==> config.mk <==
export PLATFORM = sky130hd
export DESIGN_NAME = seq_scan_ctrl
export DESIGN_NICKNAME = d
export VERILOG_FILES = /design/src/rtl/seq_scan_ctrl.sv
export SDC_FILE = /design/constraint.sdc
export NUM_CORES = 1
export LEC_CHECK = 0
export ABC_AREA = 0
export CAP_MARGIN = 40
export CORE_UTILIZATION = 48
export CTS_CLUSTER_SIZE = 16
export DETAILED_ROUTE_END_ITERATION = 8
export PLACE_DENSITY_LB_ADDON = 0.08
export SLEW_MARGIN = 30
export SYNTH_ARGS = -nofsm -noshare
export SYNTH_HDL_FRONTEND = slang
export SYNTH_SLANG_ARGS = --single-unit
export TNS_END_PERCENT = 10
==> constraint.sdc <==
create_clock -name clk -period 2.7 [get_ports clk]
set_input_delay 0.405 -clock clk [delete_from_list [all_inputs] [get_ports clk]]
set_output_delay 0.405 -clock clk [all_outputs]
set_load 0.01 [all_outputs]
==> src/rtl/seq_scan_ctrl.sv <==
// Serial pattern-scan controller: serialises parallel words MSB-first, matches a
// runtime-programmed bit pattern (overlapping) and counts hits with a sticky IRQ.
module seq_scan_ctrl #(
    parameter int WORD_W  = 8,
    parameter int PAT_MAX = 8,
    parameter int LEN_W   = 4,
    parameter int CNT_W   = 8
) (
    input  logic               clk,
    input  logic               rst,
    input  logic               en,
    input  logic               cfg_we,
    input  logic [PAT_MAX-1:0] cfg_pat,
    input  logic [LEN_W-1:0]   cfg_len,
    input  logic [CNT_W-1:0]   cfg_thresh,
    input  logic               in_valid,
    output logic               in_ready,
    input  logic [WORD_W-1:0]  in_data,
    output logic               ser_valid,
    output logic               ser_bit,
    output logic               det_hit,
    output logic [CNT_W-1:0]   match_cnt,
    output logic               irq,
    input  logic               irq_clr,
    output logic               busy
);
    localparam int IDX_W = (WORD_W > 1) ? $clog2(WORD_W) : 1;
    localparam logic [IDX_W-1:0] LAST_IDX = IDX_W'(WORD_W - 1);
    localparam logic [LEN_W-1:0] LEN_MAX  = LEN_W'(PAT_MAX);

    typedef enum logic [1:0] {
        ST_IDLE  = 2'd0,
        ST_WAIT  = 2'd1,
        ST_SHIFT = 2'd2
    } state_t;

    state_t             state_r, state_s;
    logic [WORD_W-1:0]  sreg_r;
    logic [IDX_W-1:0]   idx_r;
    logic [PAT_MAX-1:0] hist_r, hist_s, pat_r;
    logic [LEN_W-1:0]   seen_r, seen_s, len_r, len_s;
    logic [CNT_W-1:0]   thresh_r, cnt_r, cnt_s;
    logic               ser_valid_r, busy_r, det_r, irq_r;
    logic               shifting_s, last_s, accept_s, hist_clr_s, match_s, irq_set_s;

    // Low len bits of history must equal the pattern once enough bits have been seen.
    function automatic logic pat_match(input logic [PAT_MAX-1:0] hist,
                                       input logic [PAT_MAX-1:0] pat,
                                       input logic [LEN_W-1:0]   seen,
                                       input logic [LEN_W-1:0]   len);
        logic [PAT_MAX-1:0] mask;
        mask = '0;
        for (int i = 0; i < PAT_MAX; i++) begin
            mask[i] = (LEN_W'(i) < len);
        end
        return (len != '0) && (seen >= len) && (((hist ^ pat) & mask) == '0);
    endfunction

    assign shifting_s = (state_r == ST_SHIFT);
    assign last_s     = shifting_s && (idx_r == LAST_IDX);
    assign in_ready   = (state_r == ST_WAIT) || (last_s && en);
    assign accept_s   = in_valid && in_ready;
    assign hist_clr_s = (state_r == ST_IDLE) && (en || cfg_we);

    assign ser_valid  = ser_valid_r;
    assign ser_bit    = sreg_r[WORD_W-1];
    assign det_hit    = det_r;
    assign match_cnt  = cnt_r;
    assign irq        = irq_r;
    assign busy       = busy_r;

    // Next-state logic of the word sequencer.
    always_comb begin
        state_s = state_r;
        case (state_r)
            ST_IDLE: begin
                if (en) state_s = ST_WAIT;
                else    state_s = ST_IDLE;
            end
            ST_WAIT: begin
                if (accept_s) state_s = ST_SHIFT;
                else          state_s = ST_WAIT;
            end
            ST_SHIFT: begin
                if (!last_s)       state_s = ST_SHIFT;
                else if (accept_s) state_s = ST_SHIFT;
                else if (en)       state_s = ST_WAIT;
                else               state_s = ST_IDLE;
            end
            default: state_s = ST_IDLE;
        endcase
    end

    // History update, match detection, counter increment and config clamp.
    always_comb begin
        hist_s = hist_r;
        seen_s = seen_r;
        if (hist_clr_s) begin
            hist_s = '0;
            seen_s = '0;
        end else if (shifting_s) begin
            hist_s = {hist_r[PAT_MAX-2:0], sreg_r[WORD_W-1]};
            if (seen_r != LEN_MAX) seen_s = seen_r + LEN_W'(1);
            else                   seen_s = seen_r;
        end else begin
            hist_s = hist_r;
            seen_s = seen_r;
        end
        match_s = shifting_s && pat_match(hist_s, pat_r, seen_s, len_r);
        if (cnt_r != '1) cnt_s = cnt_r + CNT_W'(1);
        else             cnt_s = cnt_r;
        irq_set_s = match_s && (thresh_r != '0) && (cnt_s == thresh_r);
        if (cfg_len > LEN_MAX) len_s = LEN_MAX;
        else                   len_s = cfg_len;
    end

    // Sequencer state, serialiser and status flags.
    always_ff @(posedge clk) begin
        if (rst) begin
            state_r     <= ST_IDLE;
            sreg_r      <= '0;
            idx_r       <= '0;
            ser_valid_r <= 1'b0;
            busy_r      <= 1'b0;
        end else begin
            state_r     <= state_s;
            ser_valid_r <= (state_s == ST_SHIFT);
            busy_r      <= (state_s != ST_IDLE);
            if (accept_s) begin
                sreg_r <= in_data;
                idx_r  <= '0;
            end else if (shifting_s) begin
                sreg_r <= {sreg_r[WORD_W-2:0], 1'b0};
                idx_r  <= idx_r + IDX_W'(1);
            end
        end
    end

    // Config, bit history, match counter and sticky IRQ; a set beats a same-cycle clear.
    always_ff @(posedge clk) begin
        if (rst) begin
            pat_r    <= '0;
            len_r    <= '0;
            thresh_r <= '0;
            hist_r   <= '0;
            seen_r   <= '0;
            det_r    <= 1'b0;
            cnt_r    <= '0;
            irq_r    <= 1'b0;
        end else begin
            if (cfg_we && (state_r == ST_IDLE)) begin
                pat_r    <= cfg_pat;
                len_r    <= len_s;
                thresh_r <= cfg_thresh;
            end
            hist_r <= hist_s;
            seen_r <= seen_s;
            det_r  <= match_s;
            if (match_s) cnt_r <= cnt_s;
            if (irq_set_s)    irq_r <= 1'b1;
            else if (irq_clr) irq_r <= 1'b0;
        end
    end
endmodule

; Yosys cells after proc, flatten, opt, wreduce, memory -nomap -nowiden
; Index checks and enable logic that the tools add are counted.
[op_classes]
bitwise = 2
order_cmp = 10
n_mul = 0
eq_ne = 7
addsub = 3
reduce_logical = 20
shift = 0
div_mod_pow = 0
mux = 16
[op_table]
columns = operator, count
row1 = $mux W8, 5
row2 = $lt A3 B4 Y1 const A, 4
row3 = $mux W4, 4
row4 = $logic_and A1 B1 Y1, 10
row5 = $add A8 B1 Y8 const B, 1
row6 = $and A8 B8 Y8, 1
row7 = $eq A8 B8 Y1, 1
row8 = $logic_not A8 Y1, 1
row9 = $lt A1 B4 Y1 const A, 2
row10 = $lt A2 B4 Y1 const A, 2
row11 = $ne A8 B8 Y1 const B, 1
row12 = $reduce_bool A8 Y1, 1
row13 = $xor A8 B8 Y8, 1
row14 = $mux W2, 3
row15 = $pmux W2 S3, 1
row16 = $reduce_bool A2 Y1, 3
row17 = $add A4 B1 Y4 const B, 1
row18 = $eq A2 B2 Y1 const B, 2
row19 = $ge A4 B4 Y1, 1
row20 = $gt A4 B4 Y1 const B, 1
row21 = $ne A4 B4 Y1 const B, 1
row22 = $reduce_bool A4 Y1, 1
row23 = $add A3 B1 Y3 const B, 1
row24 = $eq A3 B3 Y1 const B, 1
row25 = 5 further kinds, 8
[totals]
output_inout_bits = 14
ramBits = 0
mem_count = 0
rom_bits = 0
ff_bits = 57
in_bits = 34
latchBits = 0

; Depth between registers and ports, before layout
; Gate-level depths: netlist of run 1.
[logic_depth]
ltp_word = 11
mapped_depth = 14

; Least setup slack after synthesis of run 1
; No wires, ideal clock.
[synth_timing]
kind = reg-to-reg
startpoint = reg state_r[0]
endpoint = reg cnt_r[0], in the netlist match_cnt[0]
setup_ns = 0.123
stages_incl_launch_ff = 12
slack_ns = -0.053
synth_period_minus_slack_ns = 2.753
arrival_time_ns = 2.630
path_cell_list = dfxtp_1 > buf_4 > nor3_1 > nand2b_1 > ha_1 > nand2b_1 > a2111oi_0 > a211oi_1 > o2111ai_1 > buf_2 > nor3_2 > mux2_1
[synth_between]
elab_chain_cells = 8
[synth_lines]
columns = item, line
row1 = "start, declared", 37  ; state_t state_r, state_s;
row2 = "start signal, assigned", 126  ; state_r <= state_s;
row3 = $eq A2 B2 Y1 / $logic_not A2 Y1 (equally long branches), "59, 63"
row4 = $mux W8 / $logic_and A1 B1 Y1 (equally long branches), "101, 63"
row5 = $mux W8, 98  ; if (hist_clr_s) begin
row6 = $xor A8 B8 Y8, 56  ; return (len != '0) && (seen >= len) && (((hist ^ pat) & mask) == '0);
row7 = $and A8 B8 Y8, 56
row8 = $logic_not A8 Y1, 56
row9 = $logic_and A1 B1 Y1, 56
row10 = $logic_and A1 B1 Y1 *, 109  ; match_s = shifting_s && pat_match(hist_s, pat_r, seen_s, len_r);
row11 = "end signal, assigned", 159  ; if (match_s) cnt_r <= cnt_s;
row12 = "end, declared", 42  ; logic [CNT_W-1:0] thresh_r, cnt_r, cnt_s;
; Mark *: on every way between the ends. The rest lies on a longest branch, timed or not.
; A chain may end at the register's enable or synchronous reset.

; Worst setup path in the final report of run 1
[layout_timing]
startpoint = reg seen_r[0]
endpoint = reg cnt_r[2], in the netlist match_cnt[2]
[layout_between]
elab_chain_cells = 8
[layout_lines]
columns = item, line
row1 = "start, declared", 41  ; logic [LEN_W-1:0] seen_r, seen_s, len_r, len_s;
row2 = "start signal, assigned", 157  ; seen_r <= seen_s;
row3 = $add A4 B1 Y4 / $ne A4 B4 Y1 (equally long branches), 103  ; if (seen_r != LEN_MAX) seen_s = seen_r + LEN_W'(1);
row4 = $mux W4 *, 103
row5 = $mux W4 *, 101  ; end else if (shifting_s) begin
row6 = $mux W4 *, 98
row7 = via seen_s[2], 41
row8 = $ge A4 B4 Y1 *, 56
row9 = $logic_and A1 B1 Y1 * (2 in a row), 56
row10 = $logic_and A1 B1 Y1 *, 109
; The timed path passes the listed nets; every way through them passes the cells marked *.

==> results of run 1 <==
## path summary, 6_finish.rpt
check / from / to / slack [ns] / cells after the start
max: seen_r[0] / match_cnt[2] / -0.09 / 14
max reg2reg: seen_r[0] / match_cnt[2] / -0.09 / 14
min reg2reg: pat_r[1] / pat_r[1] / 0.48 / 2
min: pat_r[1] / pat_r[1] / 0.48 / 2
## worst reg2reg max path, stage by stage (launching register included)
cell and delay (ns):
dfxtp_2 0.32, buf_4 0.14, ha_2 0.18, nand2_2 0.08, nor3b_2 0.06, a21oi_2 0.13, nor2_1 0.06, ha_2 0.31
o21a_1 0.13, o2111ai_2 0.14, a211oi_2 0.23, o2111ai_2 0.19, buf_6 0.18, or4_4 0.42, a21oi_2 0.16
## synth_stat cells, types with 3 or more instances
cell type / count
o31ai_1: 4
clkbuf_1: 16
xor2_1: 6
nor2_1: 32
nor2b_1: 7
and2_1: 8
buf_2: 3
o311ai_1: 3
nor3_1: 14
nor3b_1: 3
o2111ai_1: 3
dfxtp_1: 57
a211oi_1: 5
inv_1: 8
a31oi_1: 9
a21oi_1: 32
mux2i_1: 9
nand2_1: 68
and3b_1: 5
xnor2_1: 7
or4_1: 3
nand2b_1: 6
nand3b_1: 4
ha_1: 9
o21ai_0: 4
nand3_1: 13
## through the flow
step / worst slack [ns] / hold WS, ns
6_report: -0.0925 / 0.477
5_1_grt: -0.286 / 0.501
4_1_cts: -0.0426 / 0.479
3_5_place_dp: -0.375 / 0.465
3_3_place_gp: -0.288 / 0.457
2_1_floorplan: 0.0550 / 0.444
## registers in the layout, indices dropped and copies added (netlist names)
name       cells
sreg_r         8
idx_r          3
len_r          4
det_hit        1
seen_r         4
ser_valid      1
busy           1
thresh_r       8
pat_r          8
match_cnt      8
hist_r         8
state_r        2
irq            1
## per-layer routing
layer	vias to the layer above	part of all wire	track usage	routed length (um)
li1	1462	-	-	-
met1	1326	0.51	0.356	3690
met2	71	0.43	0.348	3140
met3	11	0.045	0.0427	328
met4	0	0.013	0.0804	92
met5	-	0	0	0
## repair_timing
| item | CTS | global route |
|---|---|---|
| resized for setup | 6 | 28 |
| gates cloned | 1 | 0 |
| buffers inserted | 1 | 7 |
| endpoints found under the setup margin | 9 | 10 |
| pin swaps | 8 | 14 |
## report_power, final
part	internal (mW)	leakage, nW	switching [mW]
logic	0.135	0.944	0.141
registers	0.872	0.465	0.0271
clock network	0.477	0.103	0.343
total	1.48	1.51	0.511
## final cells by class
class                      instances  area, um2
inverter                           8       30.0
clock inverter                     4       51.3
tap                               75       93.8
sequential                        57       1150
fill                             511       1920
timing repair buffer              78        706
multi-input combinational        287       1880
clock buffer                      12        155
## cell families (layout without fill, tap and decap cells)
family,Yosys count,count (layout),share of synthesized area
simple gates,176,176,0.290
buf+inv,29,102,0.0411
flops,57,57,0.379
xor+xnor,13,13,0.0378
compound gates,78,78,0.177
mux,11,11,0.0374
fa+ha+maj,9,9,0.0374
==> flow_summary_export.csv, run 1 <==
group,metric,value,unit
status,status,"complete, but fails checks",
status,violations,"negative setup slack",
power,finalPower,1.99,mW
place,gp_congestion,0.821,
die,dieArea,6600,um2
timing,period_needed,2.79,ns
worst_setup_path,critical_path.slowest_cell,"or4_4",
global_routing,grt_overflow_total,0,
clock_network,clock_latency,0.33,ns
global_routing,grt_pass1_vias,2522,
place,place_area,3650,um2
layout,final_layout_size_suffix_gt1_frac,0.182,
power,peakVddDrop,0.000351,V
clock_network,clkSinkCount,57,
worst_setup_path,arrival,3.05,ns
timing,skew,0.0115,ns
layout,instances_no_fill,521,
worst_setup_path,cp.buffers_inverters,2,
place,dp_hpwl,5.05,mm
route,wl_per_cell,13.9,um
route,drt-initial-drc-count,200,
die,die_y,81.2,um
global_routing,grt_usage,0.241,
yosys,synth.yosys.seq_area_share,0.379,
clock_network,hold_buffers,0,
worst_setup_path,cpLargestDelayFamily,"compound AO/OA/AOI/OAI gates",
yosys,avgSynthCellArea,8.08,um2
place,place_inst,496,
timing,hold_viol_final,0,
yosys,yosysTopAreaCellShare,0.379,
yosys,synth_area_leaders,"dfxtp_1, nand2_1, a21oi_1",
die,rows,28,
die,coreArea,5990,um2
timing,worstMarginPinSlew,0.669,ns
power,p_per_area,490,nW/um2
yosys,ys.flop_type,"dfxtp_1",
timing,worst_slack,-0.0925,ns
yosys,syn_area,3010,um2
worst_setup_path,end_kind,"flop",
timing,max_freq,358,MHz
route,drc,0,
yosys,synth_warnings,0,
route,vias,2870,
clock_network,cts_root_buffer,"clkbuf_8",
clock_network,clk_pin_slew_worst_paths,0.07,ns
worst_setup_path,cp_cell_sequence,"buf_4, ha_2, nand2_2, nor3b_2, a21oi_2, nor2_1, ha_2, o21a_1, o2111ai_2, a211oi_2, o2111ai_2, buf_6, or4_4, a21oi_2",
worst_setup_path,cp_max_fo,5,
die,io_pins,48,
worst_setup_path,max_stage_delay,0.42,ns
layout,diodes,0,
layout,fin_util,0.679,
route,viasPerCell,5.51,
worst_hold_path,hold_class,"flop to flop",
timing,period_share,1.03,
layout,final_common_cell,"nand2_1",
timing,fin_setup_tns,-0.317,ns
clock_network,cts_tree,"done",
global_routing,grt_pass1_wl,12.2,mm
yosys,synthesis.nets,416,
layout,area_growth,35.0,%
job,drv_cap,0,
global_routing,grt_start_max_net_pins,35,
yosys,synth_top_area_cell,"dfxtp_1",
route,first_pass_iters,4,
power,p_leak,1.51,nW
clock_network,h-tree-depth,3,
worst_setup_path,required,2.96,ns
global_routing,grt_antenna_before_repair,0,
place,io_buffers,47,
route,routed_wl,7.26,mm
layout,fin_area,4070,um2
worst_setup_path,worstSetupPathType,"flop to flop",
layout,final_cell_mix,"nand2_1, dfxtp_1, clkdlybuf4s50_1",
clock_network,cts_buffers,9,
die,die_w,81.2,um
timing,max_slew_margin,0.554,
route,ant_nets,0,
yosys,synth_edf_count,0,
yosys,async_reset_ff_frac,0,
layout,nets,484,
yosys,ys_seq_elements,57,
clock_network,cts_buffer_depth,2,
timing,finalSetupViolCount,7,
worst_setup_path,critPathLaunchType,"flop",
yosys,synthDistinctLibCells,54,
yosys,netlist_instances,373,
die,start_util,0.503,
timing,rsz0062_at_grt,"true",
timing,maxSlewViolCount,0,
No activity file was read; power rests on OpenSTA's default activity.
==> run 2: changes to the inputs <==
--- a/config.mk
+++ b/config.mk
@@ -10,9 +10,9 @@
 export CORE_UTILIZATION = 48
 export CTS_CLUSTER_SIZE = 16
 export DETAILED_ROUTE_END_ITERATION = 8
+export HOLD_SLACK_MARGIN = 0.06
 export PLACE_DENSITY_LB_ADDON = 0.08
 export SLEW_MARGIN = 30
 export SYNTH_ARGS = -nofsm -noshare
 export SYNTH_HDL_FRONTEND = slang
 export SYNTH_SLANG_ARGS = --single-unit
-export TNS_END_PERCENT = 10
==> flow_summary_export.csv, run 2 (same netlist as run 1, synthesis figures left out) <==
group,metric,value,unit
worst_hold_path,hold_start,"pat_r[1]",
die,io_pins,48,
timing,max_freq,368,MHz
global_routing,grt_pass1_vias,2581,
route,drt-initial-drc-count,152,
power,p_leak,1.53,nW
clock_network,clkSinkCount,57,
global_routing,grt_pass1_wl,12.5,mm
power,combPwrFrac,0.142,
timing,skew,0.00971,ns
worst_setup_path,required,2.95,ns
die,die_y,81.2,um
route,ant_nets,0,
power,seq_power_share,0.449,
timing,period_share,1.01,
worst_setup_path,critical_path.most_common_cell,"o2111ai_2",
worst_setup_path,rrSetupSlack,-0.01,ns
global_routing,grt_overflow_total,0,
route,wl_per_cell,14.1,um
layout,area_growth,36.1,%
power,clockPowerShare,0.410,
worst_setup_path,critPathLaunchType,"primary input",
route,vias,2859,
place,place_inst,496,
worst_setup_path,r2r-end,"match_cnt[2]",
status,status,"complete, but fails checks",
worst_setup_path,cp_max_fo,5,
worst_hold_path,hold_depth,2,
clock_network,cts_buffer_depth,2,
timing,max_slew_margin,0.556,
global_routing,grt_usage,0.248,
layout,nets,484,
timing,worstMarginPinSlew,0.666,ns
worst_setup_path,worst-r2r-cell-count,12,
layout,final_cell_mix,"nand2_1, dfxtp_1, clkdlybuf4s50_1",
power,p_sw_frac,0.256,
route,first_pass_iters,4,
worst_setup_path,max_stage_delay,0.50,ns
layout,fin_util,0.685,
route,viasPerCell,5.49,
place,io_buffers,47,
timing,period_needed,2.71,ns
die,die_w,81.2,um
clock_network,hold_buffers,0,
die,start_util,0.503,
layout,final_layout_size_suffix_gt1_frac,0.193,
timing,maxSlewViolCount,0,
die,coreArea,5990,um2
worst_setup_path,end_kind,"flop",
worst_setup_path,r2r-start,"state_r[0]",
clock_network,cts_tree,"done",
clock_network,cts_root_buffer,"clkbuf_8",
power,p_int,1.49,mW
worst_hold_path,min_to,"pat_r[1]",
worst_hold_path,hold_class,"flop to flop",
layout,fillCellCount,512,
global_routing,grt_antenna_before_repair,0,
place,dp_hpwl,5.05,mm
timing,whs,0.476,ns
job,drv_cap,0,
timing,hold_viol_final,0,
route,drc,0,
clock_network,clk_pin_slew_worst_paths,0.07,ns
layout,diodes,0,
place,dp_slack,-0.375,ns
global_routing,grt_start_max_net_pins,35,
timing,finalSetupViolCount,2,
die,rows,28,
place,gp_congestion,0.821,
layout,final_common_cell,"nand2_1",
worst_setup_path,cp.buffers_inverters,2,
clock_network,clock_latency,0.33,ns
worst_setup_path,critical_path.slowest_cell,"clkdlybuf4s50_1",
power,peakVddDrop,0.000349,V
worst_setup_path,crit_start,"en",
status,violations,"negative setup slack",
timing,rsz0062_at_grt,"true",
worst_setup_path,worstSetupPathType,"primary input to flop",
clock_network,cts_buffers,9,
worst_setup_path,cpLargestDelayFamily,"simple AND/OR/NAND/NOR gates",
worst_setup_path,arrival,2.97,ns
clock_network,h-tree-depth,3,
timing,worst_slack,-0.0142,ns
layout,instances_no_fill,521,
power,p_switching,512,uW
worst_setup_path,cp_cell_sequence,"clkdlybuf4s50_1, nor2_2, nor3_4, nor2_1, ha_2, o21a_1, o2111ai_2, a211oi_2, o2111ai_2, buf_6, or4_1, a21oi_2",
power,p_per_area,488,nW/um2
power,finalPower,2.00,mW
die,dieArea,6600,um2
route,routed_wl,7.35,mm
## run 2: what timing repair did
item | CTS | global route
gates resized for setup | 23 | 20
setup endpoints to repair | 9 | 10
pin swaps | 19 | 6
buffers inserted | 6 | 2
gates cloned | 1 | 0
## run 2: layer usage
layer | track usage | vias to the layer above | wire length, um
met1 | 0.358 | 1333 | 3720
met3 | 0.0449 | 9 | 274
met5 | 0 | - | 0
met2 | 0.367 | 53 | 3270
li1 | - | 1464 | -
met4 | 0.0839 | 0 | 82
## run 2: tightest hold or removal path, delay by kind of cell, from the launching register on
kind	cells	cell delay, ns
AND/OR/NAND/NOR	1	0.06
AO/OA/AOI/OAI	1	0.05
flip-flops	1	0.32
## run 2: how the worst max path moves through the flow
| stage | endpoint | slack (ns) | cells past startpoint |
|---|---|---|---|
| global placement | det_hit | -0.29 | 13 |
| CTS | match_cnt[0] | 0.009 | 14 |
| finish | match_cnt[2] | -0.01 | 12 |
| global route | match_cnt[2] | -0.17 | 14 |
| detailed placement | det_hit | -0.37 | 13 |
| floorplan | match_cnt[0] | 0.06 | 13 |
## run 2: through the flow
stage	setup TNS, ns	instance area (um2)
2_1_floorplan	0	3020
3_3_place_gp	-2.30	3650
3_5_place_dp	-3.17	3650
4_1_cts	0	3980
5_1_grt	-0.783	4100
6_report	-0.0224	4100
## run 2: final cells by class
cell class,instances,area [um2],area share
multi-input cells,287,1910,0.465
flip-flops and latches,57,1150,0.280
repair buffers,78,716,0.174
clock buffers,12,155,0.0378
well taps,75,93.8,0.0229
clock inverters,4,51.3,0.0125
inverters,8,30.0,0.00732
## run 2: power by group through the flow
stage	Combinational, mW	Clock (mW)	Sequential, mW
after floorplan	0.148	0	0.911
after global placement	0.251	0	0.916
after detailed placement	0.255	0	0.917
after CTS	0.269	0.832	0.897
after global routing	0.314	0.873	0.902
final	0.283	0.819	0.898
==> run 3: changes to the inputs <==
--- a/config.mk
+++ b/config.mk
@@ -7,7 +7,7 @@
 export LEC_CHECK = 0
 export ABC_AREA = 0
 export CAP_MARGIN = 40
-export CORE_UTILIZATION = 48
+export CORE_UTILIZATION = 40
 export CTS_CLUSTER_SIZE = 16
 export DETAILED_ROUTE_END_ITERATION = 8
 export HOLD_SLACK_MARGIN = 0.06
==> flow_summary_export.csv, run 3 (same netlist as run 1, synthesis figures left out) <==
group,metric,value,unit
status,status,"complete, but fails checks",
status,violations,"negative setup slack",
clock_network,h-tree-depth,3,
layout,fin_area,4070,um2
clock_network,clk_pin_slew_worst_paths,0.06,ns
timing,worst_slack,-0.0764,ns
worst_setup_path,arrival,3.03,ns
worst_setup_path,end_kind,"flop",
power,p_sw_frac,0.247,
clock_network,cts_buffer_depth,2,
layout,instances_no_fill,540,
route,m1WireLength,3.88,mm
worst_setup_path,worstSetupPathType,"flop to flop",
route,wl_met2,3.15,mm
die,coreArea,7250,um2
clock_network,clkSinkCount,57,
die,io_pins,48,
worst_setup_path,critPathLaunchType,"flop",
timing,whs,0.471,ns
route,wl_per_cell,13.6,um
timing,fin_setup_tns,-0.256,ns
power,finalPower,2.00,mW
place,dp_slack,-0.339,ns
route,routed_wl,7.32,mm
layout,area_growth,35.0,%
timing,finalSetupViolCount,5,
route,wl_met3,257,um
clock_network,cts_tree,"done",
layout,final_cell_mix,"nand2_1, dfxtp_1, clkdlybuf4s50_1",
timing,max_slew_margin,0.574,
global_routing,grt_overflow_total,0,
timing,maxSlewViolCount,0,
timing,worstMarginPinSlew,0.637,ns
clock_network,cts_root_buffer,"clkbuf_8",
place,io_buffers,47,
timing,period_share,1.03,
place,place_inst,520,
layout,final_common_cell,"nand2_1",
global_routing,grt_start_max_net_pins,32,
place,place_area,3680,um2
job,drv_cap,0,
route,vias,2829,
die,dieArea,7880,um2
timing,rsz0062_at_grt,"true",
layout,diodes,0,
power,seq_power_share,0.450,
worst_setup_path,cp_max_fo,4,
route,drt-initial-drc-count,135,
die,die_y,88.8,um
power,p_int,1.50,mW
layout,nets,479,
global_routing,grt_antenna_before_repair,0,
route,first_pass_iters,4,
global_routing,grt_pass1_wl,12.2,mm
layout,fin_util,0.561,
global_routing,grt_usage,0.203,
clock_network,clock_latency,0.32,ns
power,clockPowerShare,0.413,
timing,skew,0.00517,ns
worst_hold_path,hold_class,"flop to flop",
timing,period_needed,2.78,ns
route,drc,0,
route,viasPerCell,5.24,
route,top_layer_used,"met4",
place,gp_congestion,0.776,
power,p_leak,1.50,nW
global_routing,grt_pass1_vias,2544,
power,combPwrFrac,0.137,
route,ant_nets,0,
power,peakVddDrop,0.000274,V
die,rows,31,
power,p_switching,493,uW
die,start_util,0.415,
power,p_per_area,491,nW/um2
timing,hold_viol_final,0,
timing,max_freq,360,MHz
place,dp_hpwl,5.12,mm
clock_network,cts_buffers,9,
die,die_w,88.8,um
layout,final_layout_size_suffix_gt1_frac,0.179,
worst_setup_path,required,2.96,ns
-- run 3: routing by layer --
layer | up-vias | GRT usage
met5 | - | 0
li1 | 1443 | -
met1 | 1332 | 0.307
met3 | 2 | 0.0429
met2 | 52 | 0.280
met4 | 0 | 0.0704
-- run 3: worst paths after layout --
path / startpoint / to / slack, ns / depth (start not counted)
worst min register to register: pat_r[2] / pat_r[2] / 0.47 / 2
worst max register to register: seen_r[1] / match_cnt[2] / -0.08 / 14
worst max-delay path: seen_r[1] / match_cnt[2] / -0.08 / 14
worst min-delay path: pat_r[2] / pat_r[2] / 0.47 / 2
-- run 3: critical path, cell delays in order (launching register included) --
cell and delay (ns):
dfxtp_2 0.32, buf_4 0.13, ha_2 0.17, nand2_2 0.08
nor3b_2 0.05, a21oi_2 0.13, nor2_1 0.07, ha_2 0.32
o21a_1 0.13, o2111ai_2 0.13, a211oi_2 0.26, o2111ai_2 0.18
buf_2 0.18, or4_1 0.41, a21oi_1 0.14
-- run 3: final cells by class --
cell class,count,area (um2)
Fill cell,696,3190
Multi-Input combinational cell,287,1890
Sequential cell,57,1150
Timing Repair Buffer,73,662
Clock buffer,14,173
Tap cell,99,124
Clock inverter,2,35.0
Inverter,8,32.5
-- run 3: repair_timing --
item	CTS	global route
pin swaps	4	13
setup endpoints to repair	9	9
buffers inserted	3	0
gates resized for setup	11	25
hold buffers	0	0
gates cloned	1	0
-- run 3: power by group through the flow --
stage	registers, mW	clock network, mW	logic [mW]
global route	0.902	0.893	0.307
CTS	0.898	0.848	0.267
finish	0.898	0.826	0.273
floorplan	0.911	0	0.148
global placement	0.916	0	0.259
detailed placement	0.917	0	0.260
